===== src/rtl/fifo_ctrl.sv =====
// Single-clock FIFO controller: gates push/pop against registered full/empty,
// drives the dual-port memory enables/addresses, and tracks occupancy, flags and sticky errors.
module fifo_ctrl #(
  parameter int DEPTH     = 8,
  parameter int ADDR_W    = 3,
  parameter int AFULL_TH  = 6,
  parameter int AEMPTY_TH = 2
) (
  input  logic              clk,
  input  logic              rst_n,
  input  logic              push_i,
  input  logic              pop_i,
  input  logic              clr_err_i,
  output logic              wr_en_o,
  output logic [ADDR_W-1:0] wr_addr_o,
  output logic              rd_en_o,
  output logic [ADDR_W-1:0] rd_addr_o,
  output logic              rd_valid_o,
  output logic              full_o,
  output logic              empty_o,
  output logic              almost_full_o,
  output logic              almost_empty_o,
  output logic [ADDR_W:0]   count_o,
  output logic              overflow_o,
  output logic              underflow_o
);

  localparam logic [ADDR_W:0] ONE   = (ADDR_W+1)'(1);
  localparam logic [ADDR_W:0] FULL  = (ADDR_W+1)'(DEPTH);
  localparam logic [ADDR_W:0] AF_TH = (ADDR_W+1)'(AFULL_TH);
  localparam logic [ADDR_W:0] AE_TH = (ADDR_W+1)'(AEMPTY_TH);

  generate
    if (DEPTH < 2 || DEPTH != (1 << ADDR_W)) begin : g_bad_depth
      $error("fifo_ctrl: DEPTH must be a power of 2 >= 2 and equal 2**ADDR_W");
    end
  endgenerate

  // Pointers carry one extra wrap bit so full and empty are distinguishable.
  logic [ADDR_W:0] wr_ptr, rd_ptr;
  logic [ADDR_W:0] count_q, count_nxt;
  logic            push_ok, pop_ok;

  // Accept decisions look only at registered flags: no push_i/pop_i -> flag path.
  assign push_ok   = push_i & ~full_o;
  assign pop_ok    = pop_i  & ~empty_o;
  assign wr_en_o   = push_ok;
  assign rd_en_o   = pop_ok;
  assign wr_addr_o = wr_ptr[ADDR_W-1:0];
  assign rd_addr_o = rd_ptr[ADDR_W-1:0];
  assign count_o   = count_q;

  always_comb begin
    count_nxt = count_q;
    if (push_ok && !pop_ok)      count_nxt = count_q + ONE;
    else if (pop_ok && !push_ok) count_nxt = count_q - ONE;
  end

  always_ff @(posedge clk or negedge rst_n) begin
    if (!rst_n) begin
      wr_ptr  <= '0;
      rd_ptr  <= '0;
      count_q <= '0;
    end else begin
      if (push_ok) wr_ptr <= wr_ptr + ONE;
      if (pop_ok)  rd_ptr <= rd_ptr + ONE;
      count_q <= count_nxt;
    end
  end

  // Flags come from the next count so they line up with the updated count_o.
  always_ff @(posedge clk or negedge rst_n) begin
    if (!rst_n) begin
      full_o         <= 1'b0;
      empty_o        <= 1'b1;
      almost_full_o  <= 1'b0;
      almost_empty_o <= 1'b1;
    end else begin
      full_o         <= (count_nxt == FULL);
      empty_o        <= (count_nxt == '0);
      almost_full_o  <= (count_nxt >= AF_TH);
      almost_empty_o <= (count_nxt <= AE_TH);
    end
  end

  // One-cycle read valid matches the memory's registered output.
  always_ff @(posedge clk or negedge rst_n) begin
    if (!rst_n) rd_valid_o <= 1'b0;
    else        rd_valid_o <= pop_ok;
  end

  // Sticky errors; a same-cycle set beats the clear.
  always_ff @(posedge clk or negedge rst_n) begin
    if (!rst_n) begin
      overflow_o  <= 1'b0;
      underflow_o <= 1'b0;
    end else begin
      overflow_o  <= (push_i & full_o)  | (overflow_o  & ~clr_err_i);
      underflow_o <= (pop_i  & empty_o) | (underflow_o & ~clr_err_i);
    end
  end

endmodule

===== config.mk =====
export PLATFORM = sky130hd
export DESIGN_NAME = fifo_ctrl
export DESIGN_NICKNAME = d
export VERILOG_FILES = /design/src/rtl/fifo_ctrl.sv
export SDC_FILE = /design/constraint.sdc
export NUM_CORES = 1
export LEC_CHECK = 0
export CORE_MARGIN = 2
export CORE_UTILIZATION = 41
export DETAILED_ROUTE_END_ITERATION = 8
export HOLD_SLACK_MARGIN = 0.03
export PLACE_DENSITY_LB_ADDON = 0.05
export SLEW_MARGIN = 20
export SYNTH_ARGS = -nofsm -noshare
export SYNTH_HDL_FRONTEND = slang
export SYNTH_SLANG_ARGS = --single-unit

===== constraint.sdc =====
create_clock -name clk -period 1.43 [get_ports clk]
set_input_delay 0.2145 -clock clk [delete_from_list [all_inputs] [get_ports clk]]
set_output_delay 0.2145 -clock clk [all_outputs]
set_load 0.02 [all_outputs]

==> flow_metrics.tcl, run 1 <==
set metrics [dict create \
    outcome "complete, but fails checks" \
    violations "negative setup slack" \
    avgSynthCellArea_um2 13.54 \
    gp_congestion 0.7712 \
    slew_viol_final 0 \
    nets 116 \
    finalHoldViolations 0 \
    cts_buffer_depth 2 \
    pre_cts_ws_ns -0.4487 \
    placed_area_um2 1184 \
    async_flop_share_pct 100.0 \
    core.rowCount 16 \
    cts_sinks 17 \
    grt_use_total_pct 15.72 \
    use_met2_pct 28.08 \
    critPathMaxFanout 5 \
    num_vias 595 \
    use_met1_pct 17.47 \
    ys_seq_elements 17 \
    finalClockSkew_ns 0.001523 \
    synth_area_leaders "dfrtp_1 45%, dfstp_2 6.4%, ha_1 6.1%" \
    area_growth_pct 54.70 \
    core_um2 1922 \
    fin_crit_ns 1.543 \
    final_cell_area_um2 1277 \
    synth-simple-area-share_pct 16.06 \
    finalCritPeriodShare_pct 107.9 \
    timing.rr.end "full_o" \
    netlist_area_um2 825.8 \
    wirelength_um 1530 \
    cts.root.buffer_cell "clkbuf_4" \
    crit_type "reg2reg" \
    fin_tns_setup_ns -0.5142 \
    grt_pass1_wl_um 2835 \
    grt_pass1_vias 645 \
    yosys.area_share.adder_pct 6.061 \
    rsz0062_at_grt "true" \
    yosysMostFrequentCell "dfrtp_1" \
    grt_max_degree 18 \
    initial_core_util_pct 42.97 \
    htreeDepth 1 \
    rrSetupSlack_ns -0.11 \
    die_h_um 48.88 \
    num_antenna_cells 0 \
    first_iter_violations 4 \
    cts_tree "yes" \
    critPathLaunchType "flip-flop" \
    max_cap_violations 0 \
    post_synth_inst_count 61 \
    synthMuxAreaShare_pct 1.364 \
    grt_busiest_layer "met2" \
    routedWlPerCell_um 11.50 \
    clk_pin_slew_worst_paths_ns 0.10 \
    cts_buffers 3 \
    fin_cells 133 \
    vias_per_cell 4.474 \
    drive_above_1_share_pct 42.45 \
    ant_nets 0 \
    drc 0 \
    drt-pass1-iter-count 2 \
    dp_hpwl_um 1101 \
    ff2ff_path_depth 6 \
    die_area_um2 2389 \
    setup_viol 7 \
    vdd_drop_max_uv 1606 \
    worstPathRequired_ns 1.62 \
    power_leakage_nw 0.6600 \
    place_inst 123 \
    ys_seq_area_share_pct 51.82 \
    power-per-cell-area_nw_per_um2 2435 \
    crit_path_end_kind "flip-flop" \
    io_buffers 23 \
    grtUsageMet3_pct 3.988 \
    cts.hold.buffers_added 0 \
    synth_edf_count 0 \
    fmax_ghz 0.6479 \
    synth_compound_area_share_pct 11.82 \
    r2r_start "empty_o" \
    ioPinCount 24 \
    p_total_mw 3.111 \
    synth_commonest_cells "15 x dfrtp_1, 8 x nand2_1, 5 x inv_1" \
    synth_top_family_by_area "simple AND/OR/NAND/NOR gates" \
    synth_top_area_share_pct 45.45 \
    syn_nets 70 \
    maxSlewHeadroom_pct 71.44 \
    synth_cell_types 25 \
    antenna_found_initial 0 \
    fin_ws_ns -0.1134 \
    insertion_delay_ns 0.28 \
    worst_pin_slew_ns 0.4285 \
    synth_top_area_cell "dfrtp_1" \
    arrival_ns 1.74 \
    synth_ff_type "dfrtp_1" \
    die_x_um 48.88 \
    worstHoldPathType "in2async" \
    yosysWarnings 0 \
    synth_xor_area_share_pct 9.242 \
    grt-ovfl-total 0 \
]
-- cell type report --
type	instances	area, um2
tap	27	33.78
sequential	17	429.2
inverter	5	18.77
multi-input combinational	38	424.2
clock buffer	4	26.28
fill	172	644.4
timing repair buffer	42	345.3
-- sequential cells by signal, summed over array words and instances, names as in the netlist --
| signal | cells |
|---|---|
| almost_empty_o | 1 |
| underflow_o | 1 |
| empty_o | 1 |
| almost_full_o | 1 |
| rd_ptr | 3 |
| rd_valid_o | 1 |
| wr_ptr | 3 |
| full_o | 1 |
| count_o | 4 |
| overflow_o | 1 |
-- stage by stage --
stage / utilization (%) / hold WS [ns]
final: 66.47 / 0.2442
after global routing: 66.47 / 0.2574
after global placement: 61.59 / 0.4586
after detailed placement: 61.59 / 0.4611
after CTS: 65.43 / 0.2447
after floorplan: - / -0.08109
-- power breakdown --
part | switching, mW | internal (mW)
Combinational | 1.01 | 0.990
Sequential | 0.150 | 0.716
Clock | 0.141 | 0.108
Total | 1.30 | 1.81
-- per-layer routing --
metal | up-vias | wire, um
met5 | - | 0
met4 | 0 | 21
met3 | 2 | 72
met2 | 14 | 784
met1 | 283 | 651
li1 | 296 | -
-- worst max-delay path by stage --
stage | start | to | slack [ns] | cells after the start
after floorplan | empty_o | full_o | -0.15 | 6
after global placement | pop_i | almost_full_o | -0.41 | 6
after detailed placement | pop_i | full_o | -0.45 | 6
after CTS | empty_o | full_o | -0.13 | 6
after global routing | empty_o | empty_o | -0.19 | 6
final | empty_o | full_o | -0.11 | 6
-- timing repair --
item / in CTS / in global routing
pin swaps: 5 / 2
resized for setup: 27 / 10
setup buffers: 5 / 1
endpoints found under the setup margin: 24 / 11
-- logic make-up (layout without fill, tap and decap cells) --
group | count (synthesis) | after routing
buf+inv | 6 | 51
simple gates | 18 | 18
xor+xnor | 7 | 7
fa+ha+maj | 4 | 4
compound gates | 8 | 8
mux | 1 | 1
flops | 17 | 17
-- critical path, cell delays in order, from the launching register on --
cell and delay (ns):
dfstp_2 0.56, nor2b_4 0.05, buf_6 0.12, nor2_8 0.15
a22oi_4 0.11, xnor2_4 0.18, nor4b_4 0.28
-- cell usage in the layout (no fill, tap or decap), drive strengths merged --
cell,instances
buf,21
dlygate4sd2,15
dfrtp,15
nand2,8
xnor2,6
inv,5
clkbuf,5
ha,4
clkdlybuf4s50,3
nor2,3
a22oi,2
o21ai,2
dfstp,2
nand2b,1
nor2b,1
and2,1
o211ai,1
o31ai,1
and3,1
nor3,1
nor4b,1
nor4,1
a21o,1
a211oi,1
mux2,1
xor2,1
dlymetal6s2s,1
clkdlybuf4s15,1
Note: power is estimated with default switching activity, not from simulation.
==> run 2: changes to the inputs <==
--- a/config.mk
+++ b/config.mk
@@ -6,7 +6,7 @@
 export NUM_CORES = 1
 export LEC_CHECK = 0
 export CORE_MARGIN = 2
-export CORE_UTILIZATION = 41
+export CORE_UTILIZATION = 40
 export DETAILED_ROUTE_END_ITERATION = 8
 export HOLD_SLACK_MARGIN = 0.03
 export PLACE_DENSITY_LB_ADDON = 0.05
==> flow_metrics.tcl, run 2 (synthesized netlist as in run 1, its figures left out) <==
set metrics [dict create \
    outcome "complete, but fails checks" \
    violations "negative setup slack" \
    antenna_found_initial 0 \
    first_iter_violations 4 \
    rsz0062_at_grt "true" \
    cts_sinks 17 \
    initial_core_util_pct 42.09 \
    cts_buffer_depth 2 \
    layout_commonest_cell "dlygate4sd2_1" \
    wirelength_um 1555 \
    finalHoldViolations 0 \
    power_leakage_nw 0.6413 \
    cts_buffers 3 \
    worstHoldPathType "in2async" \
    clkPwrFrac_pct 8.4 \
    fmax_ghz 0.6671 \
    p_sw_mw 1.286 \
    num_vias 605 \
    largest_register_ffs 4 \
    vias_per_cell 4.618 \
    worst_pin_slew_ns 0.3629 \
    finalCritPeriodShare_pct 104.8 \
    ioPinCount 24 \
    finalClockSkew_ns 0.002872 \
    max_cap_violations 0 \
    clk_pin_slew_worst_paths_ns 0.10 \
    htreeDepth 1 \
    dp_hpwl_um 1101 \
    switching_share_pct 41.66 \
    fin_tns_setup_ns -0.2706 \
    die_area_um2 2444 \
    crit_path_end_kind "flip-flop" \
    crit_type "reg2reg" \
    drive_above_1_share_pct 41.35 \
    core.rowCount 16 \
    cpMaxStageDelayCell "dfstp_2" \
    die_h_um 49.44 \
    arrival_ns 1.71 \
    p_total_mw 3.088 \
    maxSlewHeadroom_pct 75.80 \
    cp_top_family "flip-flops" \
    worstPathRequired_ns 1.64 \
    vdd_drop_max_uv 1367 \
    critPathLaunchType "flip-flop" \
    whs_ns 0.2472 \
    num_antenna_cells 0 \
    drc 0 \
    crit_path_max_incr_delay_ns 0.56 \
    area_growth_pct 52.88 \
    grt_pass1_vias 634 \
    fin_ws_ns -0.06909 \
    drt-pass1-iter-count 6 \
    gp_congestion 0.7797 \
    io_buffers 23 \
    cts_tree "yes" \
    insertion_delay_ns 0.29 \
    critPathMaxFanout 6 \
    power-per-cell-area_nw_per_um2 2446 \
    final_cell_mix "17 x dlygate4sd2_1, 16 x buf_4, 15 x dfrtp_1, 8 x nand2_1, 5 x inv_1" \
    grt_use_total_pct 15.41 \
    crit_chain "nor2b_4, and2_4, a22oi_4, xnor2_4, nor4_2" \
    slew_viol_final 0 \
    nets 114 \
    die_x_um 49.44 \
    internal-power_mw 1.801 \
    routedWlPerCell_um 11.87 \
    crit_buf_inv 0 \
    grt-ovfl-total 0 \
    core_um2 1962 \
    utilization_pct 64.35 \
    fin_crit_ns 1.499 \
    grt_pass1_wl_um 2739 \
    ant_nets 0 \
    setup_viol 5 \
    placed_area_um2 1176 \
    cts.hold.buffers_added 0 \
    power_frac_seq_pct 28.1 \
    final_cell_area_um2 1262 \
    cts.root.buffer_cell "clkbuf_4" \
    grt_max_degree 18 \
    combPwrFrac_pct 63.5 \
]
-- run 2: area by class of cell --
| class | count | area [um2] |
|---|---|---|
| clock buffer | 4 | 26.28 |
| sequential | 17 | 427.9 |
| inverter | 5 | 18.77 |
| tap | 27 | 33.78 |
| multi-input combinational | 38 | 425.4 |
| fill | 188 | 699.4 |
| timing repair buffer | 40 | 330.3 |
-- run 2: metal layers --
metal / track usage [%] / routed length, um / part of all wire [%]
met2: 26.35 / 834 / 54
met1: 17.45 / 633 / 41
met4: 9.722 / 17 / 1.1
met5: 0 / 0 / 0
met3: 3.067 / 70 / 4.5
-- run 2: timing repair --
action                                  4_1_cts  5_1_grt
pin swaps                                     7        3
gates resized for setup                      33        2
endpoints found under the setup margin       25        9
setup buffers                                 5        0
-- run 2: path summary, 6_finish.rpt --
path,start,to,slack [ns],cells past startpoint
max,empty_o,empty_o,-0.07,5
min,rst_n,rd_ptr[2],0.25,2
max reg2reg,empty_o,empty_o,-0.07,5
min reg2reg,wr_ptr[2],wr_ptr[2],0.47,1
max in group asynchronous,rst_n,almost_empty_o,0.93,2
min in group clk,pop_i,underflow_o,0.29,3
-- run 2: stage by stage --
stage | setup WS [ns] | cells
after floorplan | -0.1538 | 61
after global placement | -0.4500 | 122
after detailed placement | -0.4817 | 122
after CTS | -0.08118 | 131
after global routing | -0.1415 | 131
final | -0.06909 | 131
-- run 2: power groups by stage --
stage	Sequential [mW]	Combinational [mW]	Clock [mW]
3_5_place_dp	0.886	1.87	0
3_3_place_gp	0.876	1.83	0
5_1_grt	0.901	2.12	0.281
4_1_cts	0.872	1.99	0.270
6_report	0.868	1.96	0.258
2_1_floorplan	1.16	0.779	0
